`config.mk`:
```
export PLATFORM = sky130hd
export DESIGN_NAME = pipe_stage_elastic
export DESIGN_NICKNAME = d
export VERILOG_FILES = /design/src/rtl/pipe_stage_pkg.sv /design/src/rtl/pipe_slot.sv /design/src/rtl/pipe_stage_elastic.sv
export SDC_FILE = /design/constraint.sdc
export NUM_CORES = 1
export LEC_CHECK = 0
export CELL_PAD_IN_SITES_DETAIL_PLACEMENT = 1
export CELL_PAD_IN_SITES_GLOBAL_PLACEMENT = 1
export CORE_MARGIN = 10
export CORE_UTILIZATION = 40
export CTS_CLUSTER_DIAMETER = 120
export DETAILED_ROUTE_END_ITERATION = 16
export PLACE_DENSITY_LB_ADDON = 0.05
export SYNTH_ARGS = -nofsm -noshare
export SYNTH_HDL_FRONTEND = slang
export SYNTH_HIERARCHICAL = 1
export SYNTH_SLANG_ARGS = --single-unit
```
`constraint.sdc`:
```
create_clock -name CLK -period 2.7 [get_ports CLK]
set_input_delay 0.675 -clock CLK [delete_from_list [all_inputs] [get_ports CLK]]
set_output_delay 0.675 -clock CLK [all_outputs]
set_load 0.02 [all_outputs]
```
`src/rtl/pipe_stage_pkg.sv`:
```
// Shared types for the elastic pipeline stage.
// State encoding and counter saturation constant.
package pipe_stage_pkg;

    typedef enum logic [1:0] {
        EMPTY = 2'd0,
        ONE   = 2'd1,
        TWO   = 2'd2
    } state_e;

    // Widest supported bubble counter; narrower ones slice this.
    localparam int unsigned CNT_W_MAX = 32;
    localparam logic [CNT_W_MAX-1:0] CNT_SAT_ALL = '1;

endpackage

```
`src/rtl/pipe_slot.sv`:
```
// One storage entry of the elastic stage.
// Loads on load_i, async active-low reset to zero.
module pipe_slot #(
    parameter int W = 8
) (
    input  logic         clk_i,
    input  logic         rst_ni,
    input  logic         load_i,
    input  logic [W-1:0] d_i,
    output logic [W-1:0] q_o
);

    logic [W-1:0] q_q;

    always_ff @(posedge clk_i or negedge rst_ni) begin
        if (!rst_ni) begin
            q_q <= '0;
        end else if (load_i) begin
            q_q <= d_i;
        end
    end

    assign q_o = q_q;

endmodule

```
`src/rtl/pipe_stage_elastic.sv`:
```
// Elastic valid/ready pipeline stage with optional skid entry,
// flush and saturating downstream-idle counter.
module pipe_stage_elastic
    import pipe_stage_pkg::*;
#(
    parameter int CTRL_W = 8,
    parameter int DATA_W = 128,
    parameter int SKID   = 1,
    parameter int CNT_W  = 16
) (
    input  logic              CLK,
    input  logic              RST,
    input  logic              in_valid,
    output logic              in_ready,
    input  logic [CTRL_W-1:0] in_ctrl,
    input  logic [DATA_W-1:0] in_data,
    output logic              out_valid,
    input  logic              out_ready,
    output logic [CTRL_W-1:0] out_ctrl,
    output logic [DATA_W-1:0] out_data,
    input  logic              flush,
    input  logic              cnt_clr,
    output logic [CNT_W-1:0]  bubble_cnt
);

    localparam int PW = CTRL_W + DATA_W;
    localparam logic [CNT_W-1:0] CNT_SAT = CNT_SAT_ALL[CNT_W-1:0];

    state_e          state_q, state_d;
    logic            accept, issue;
    logic            m_load, s_load, m_sel_s;
    logic [PW-1:0]   in_pkt, m_d, m_q, s_q;
    logic [CNT_W-1:0] cnt_q, cnt_d;

    assign in_pkt    = {in_ctrl, in_data};
    assign out_valid = (state_q != EMPTY);
    assign accept    = in_valid & in_ready;
    assign issue     = out_valid & out_ready;

    generate
        if (SKID != 0) begin : g_rdy_reg
            assign in_ready = (state_q != TWO);
        end else begin : g_rdy_comb
            assign in_ready = !out_valid | out_ready;
        end
    endgenerate

    always_comb begin
        state_d = state_q;
        m_load  = 1'b0;
        s_load  = 1'b0;
        m_sel_s = 1'b0;
        if (flush) begin
            state_d = EMPTY;
        end else begin
            unique case (state_q)
                EMPTY: begin
                    if (accept) begin
                        state_d = ONE;
                        m_load  = 1'b1;
                    end
                end
                ONE: begin
                    if (accept && issue) begin
                        m_load = 1'b1;
                    end else if (accept) begin
                        state_d = TWO;
                        s_load  = 1'b1;
                    end else if (issue) begin
                        state_d = EMPTY;
                    end
                end
                TWO: begin
                    if (issue) begin
                        state_d = ONE;
                        m_load  = 1'b1;
                        m_sel_s = 1'b1;
                    end
                end
                default: state_d = EMPTY;
            endcase
        end
    end

    always_ff @(posedge CLK or negedge RST) begin
        if (!RST) begin
            state_q <= EMPTY;
        end else begin
            state_q <= state_d;
        end
    end

    assign m_d = m_sel_s ? s_q : in_pkt;

    pipe_slot #(.W(PW)) u_m (
        .clk_i  (CLK),
        .rst_ni (RST),
        .load_i (m_load),
        .d_i    (m_d),
        .q_o    (m_q)
    );

    generate
        if (SKID != 0) begin : g_skid
            pipe_slot #(.W(PW)) u_s (
                .clk_i  (CLK),
                .rst_ni (RST),
                .load_i (s_load),
                .d_i    (in_pkt),
                .q_o    (s_q)
            );
        end else begin : g_noskid
            logic unused_s;
            assign unused_s = s_load;
            assign s_q = '0;
        end
    endgenerate

    assign out_ctrl = out_valid ? m_q[PW-1 -: CTRL_W] : '0;
    assign out_data = m_q[DATA_W-1:0];

    always_comb begin
        cnt_d = cnt_q;
        if (cnt_clr) begin
            cnt_d = '0;
        end else if (out_ready && !out_valid && cnt_q != CNT_SAT) begin
            cnt_d = cnt_q + 1'b1;
        end
    end

    always_ff @(posedge CLK or negedge RST) begin
        if (!RST) begin
            cnt_q <= '0;
        end else begin
            cnt_q <= cnt_d;
        end
    end

    assign bubble_cnt = cnt_q;

endmodule
```
==> impl_metrics.yaml <==
clocking:
  post_cts.repair.setup_buffers: 0
  cts_buffer_depth: 3
  numCtsBuffers: 35
  cts_htree_levels: 2
  cts.sink_count: 290
  clock_latency_reported_for_the_late_side_of_the_worst_skew_pair_ps: 510
  clkSlewWorstSetupHoldPaths_ps: 60
  cts_hold_repair.buffers: 0
  clockRootBuffer: "sky130_fd_sc_hd__clkbuf_16"
  tritoncts_clock_tree: "done"
floorplan:
  core_um2: 32500
  initial_utilization: 0.403
  die_width_um: 201
  floorplan.rows: 66
  floorplan.die.height_um: 201
  io_pins: 296
  die_area_um2: 40400
placement:
  gp_congestion: 0.750
  dp_worst_setup_slack_ps: -31.6
  dp_hpwl_um: 25800
  port-buffer-count: 295
power_and_ir_drop:
  pwr_density_cell_nw_per_um2: 760
  power_leakage_nw: 7.61
  worst_ir_drop_vdd_mv: 0.458
timing:
  layout_worst_path_cycle_share: 0.939
  timing.final.crit_period_ps: 2540
  setup_viol_count_final: 0
  post-route-worst-setup-slack_ps: 165
  final_max_slew_viol_count: 0
  fin_worst_hold_slack_ps: 93.6
  fin_skew_ps: 19.9
  timing_worst_slew_pin_value_ps: 448
  hold_viol: 0
  max-slew-margin-rel: 0.701
  rsz0062_at_grt: "false"
  max_freq_mhz: 394
  finalSetupTns_ps: 0
route:
  detailroute.via_count: 8292
  detail_route.iter0.violations: 263
  detail_route.wl_per_cell_um: 21.5
  ant_nets: 0
  routed_via_density: 5.00
  wl_um: 35600
  detail_route.drc_violations: 0
  first_pass_iters: 4
final_layout:
  final_nets: 1334
  area_growth_pct: 38.9
  most-common-layout-cells: "sky130_fd_sc_hd__mux2_2 (330), sky130_fd_sc_hd__dfrtp_1 (290), sky130_fd_sc_hd__clkdlybuf4s50_1 (286), sky130_fd_sc_hd__mux2_4 (80)"
  post_route_cells_drive_above_1_share: 0.434
  commonest_non_fill_non_tap_cell_in_the_layout: "sky130_fd_sc_hd__mux2_2"
critical_path:
  r2r_start: "state_q[0]"
  end_of_the_worst_register_to_register_path: "u_m/q_o[64]"
  setup.worst_path.class: "reg -> out"
  endpoint: "out_valid"
  critPathLaunch: "state_q[1]"
  setup.worst_path.start_class: "flip-flop"
  reg2reg_setup_slack_ps: 620
  critical_path_required_ps: 2030
  critPathArrivalTime_ps: 1860
  ff2ff_path_depth: 6
  peak_fanout_along_the_critical_path: 9
  timing.critical_path.to_type: "output port"
global_route:
  grt_pass1_wl_um: 56200
  via_count_of_the_first_global_routing_pass: 9194
  grt-ovfl-total: 0
  largest_net_degree_at_the_start_of_global_routing: 58
  globalRouteTotalUtil: 0.173
  number_of_antenna_violations_at_the_first_check_in_global_routing: 9
synth:
  asyncSetResetFlopFracSynth: 1.00
  synth.avg_cell_area_um2: 15.4
  netlist_instances: 850
  synth_top_area_frac: 0.554
  synth.cell_area_um2: 13100
  number_of_enable_type_register_cells_in_the_synthesized_netlist: 0
  dominantRegCellSynth: "sky130_fd_sc_hd__dfrtp_1"
  warning_count_from_the_yosys_run: 6
  synthesis.nets: 993
  synth-seq-area-share: 0.554
  netlist_top_cells_area: "sky130_fd_sc_hd__dfrtp_1 (55%), sky130_fd_sc_hd__mux2_2 (28%), sky130_fd_sc_hd__mux2_4 (9.2%)"
  dominant_cell_type_by_area_after_synthesis: "sky130_fd_sc_hd__dfrtp_1"
  ys_types: 37
  synth-seq-cells: 290
run:
  cap_viol_max_count: 0
min_path:
  worst_hold_path_type: "in -> async"
status:
  run_status: "finished clean"
[worst min path at each step]
stage	start	slack, ps	endpoint
after detailed placement	u_m/q_o[130]	490	u_m/q_o[130]
after floorplan	RST	380	bubble_cnt[0]
final	RST	90	u_m/q_o[4]
after CTS	RST	90	u_m/q_o[4]
after global placement	u_m/q_o[133]	480	u_m/q_o[133]
after global routing	RST	100	u_m/q_o[4]
[through the flow]
stage                     total power, mW  std cells  instance area [um^2]  utilization
after floorplan                      7.68        850                 13100            -
after global placement               9.26       1596                 17100        0.526
after detailed placement             9.37       1596                 17100        0.526
after CTS                            14.0       1657                 18200        0.560
after global routing                 14.5       1659                 18200        0.560
final                                13.8       1660                 18200        0.560
[final cells by class]
cell class	instances	area, um^2
flip-flops and latches	290	7260
fillers	3103	14300
clock buffers	54	1040
clock inverters	7	75.1
diodes	3	7.51
inverters	4	15.0
well taps	442	553
multi-input cells	505	5530
repair buffers	355	3710
[timing repair]
item / 4_1_cts / 5_1_grt
resized for setup: 6 / 2
pin swaps: 0 / 0
endpoints found under the setup margin: 6 / 2
cloned: 0 / 0
[synthesized netlist by cell type (all sizes together) (2+ instances only)]
cell type / count
mux2: 411
dfrtp: 290
buf: 47
a21oi: 14
nor2b: 12
nand2: 8
o31ai: 7
or4: 7
nor2: 6
nand4: 5
clkbuf: 4
inv: 4
nand3: 4
o21ai: 4
or3: 4
or3b: 3
and2: 2
nor3: 2
nor3b: 2
nor4: 2
o41ai: 2
or2: 2
[cell families after synthesis]
| logic type | Yosys count | share of synthesized area |
|---|---|---|
| AO/OA/AOI/OAI | 31 | 0.0146 |
| adder cells (fa/ha/maj) | 1 | 0.000955 |
| buffers and inverters | 55 | 0.0251 |
| flip-flops | 290 | 0.554 |
| multiplexers | 411 | 0.376 |
| AND/OR/NAND/NOR | 62 | 0.0287 |
[where the power goes]
part	internal, mW	total [mW]	switching [mW]
Sequential	5.37	5.92	0.557
Combinational	2.00	3.34	1.34
Clock	2.75	4.55	1.81
[layer usage]
layer  up-vias  share of wire  global-route usage
met3        44          0.068              0.0570
met4        12          0.014              0.0376
met2       193           0.49               0.289
met1      4268           0.42               0.214
li1       3775              -                   -
met5         -         0.0020                   0
[registers in the layout, summed over array words and instances (netlist names)]
signal and flops:
g_skid.u_s/q_o 136, state_q 2, u_m/q_o 136, bubble_cnt 16
[worst max-delay path, cell delays in order, from the launching register on]
cell and delay (ps):
sky130_fd_sc_hd__dfrtp_1 440, sky130_fd_sc_hd__nor2_1 70, sky130_fd_sc_hd__buf_4 180, sky130_fd_sc_hd__inv_1 80
sky130_fd_sc_hd__clkdlybuf4s50_1 610
Power figures use the tool's default switching activity.
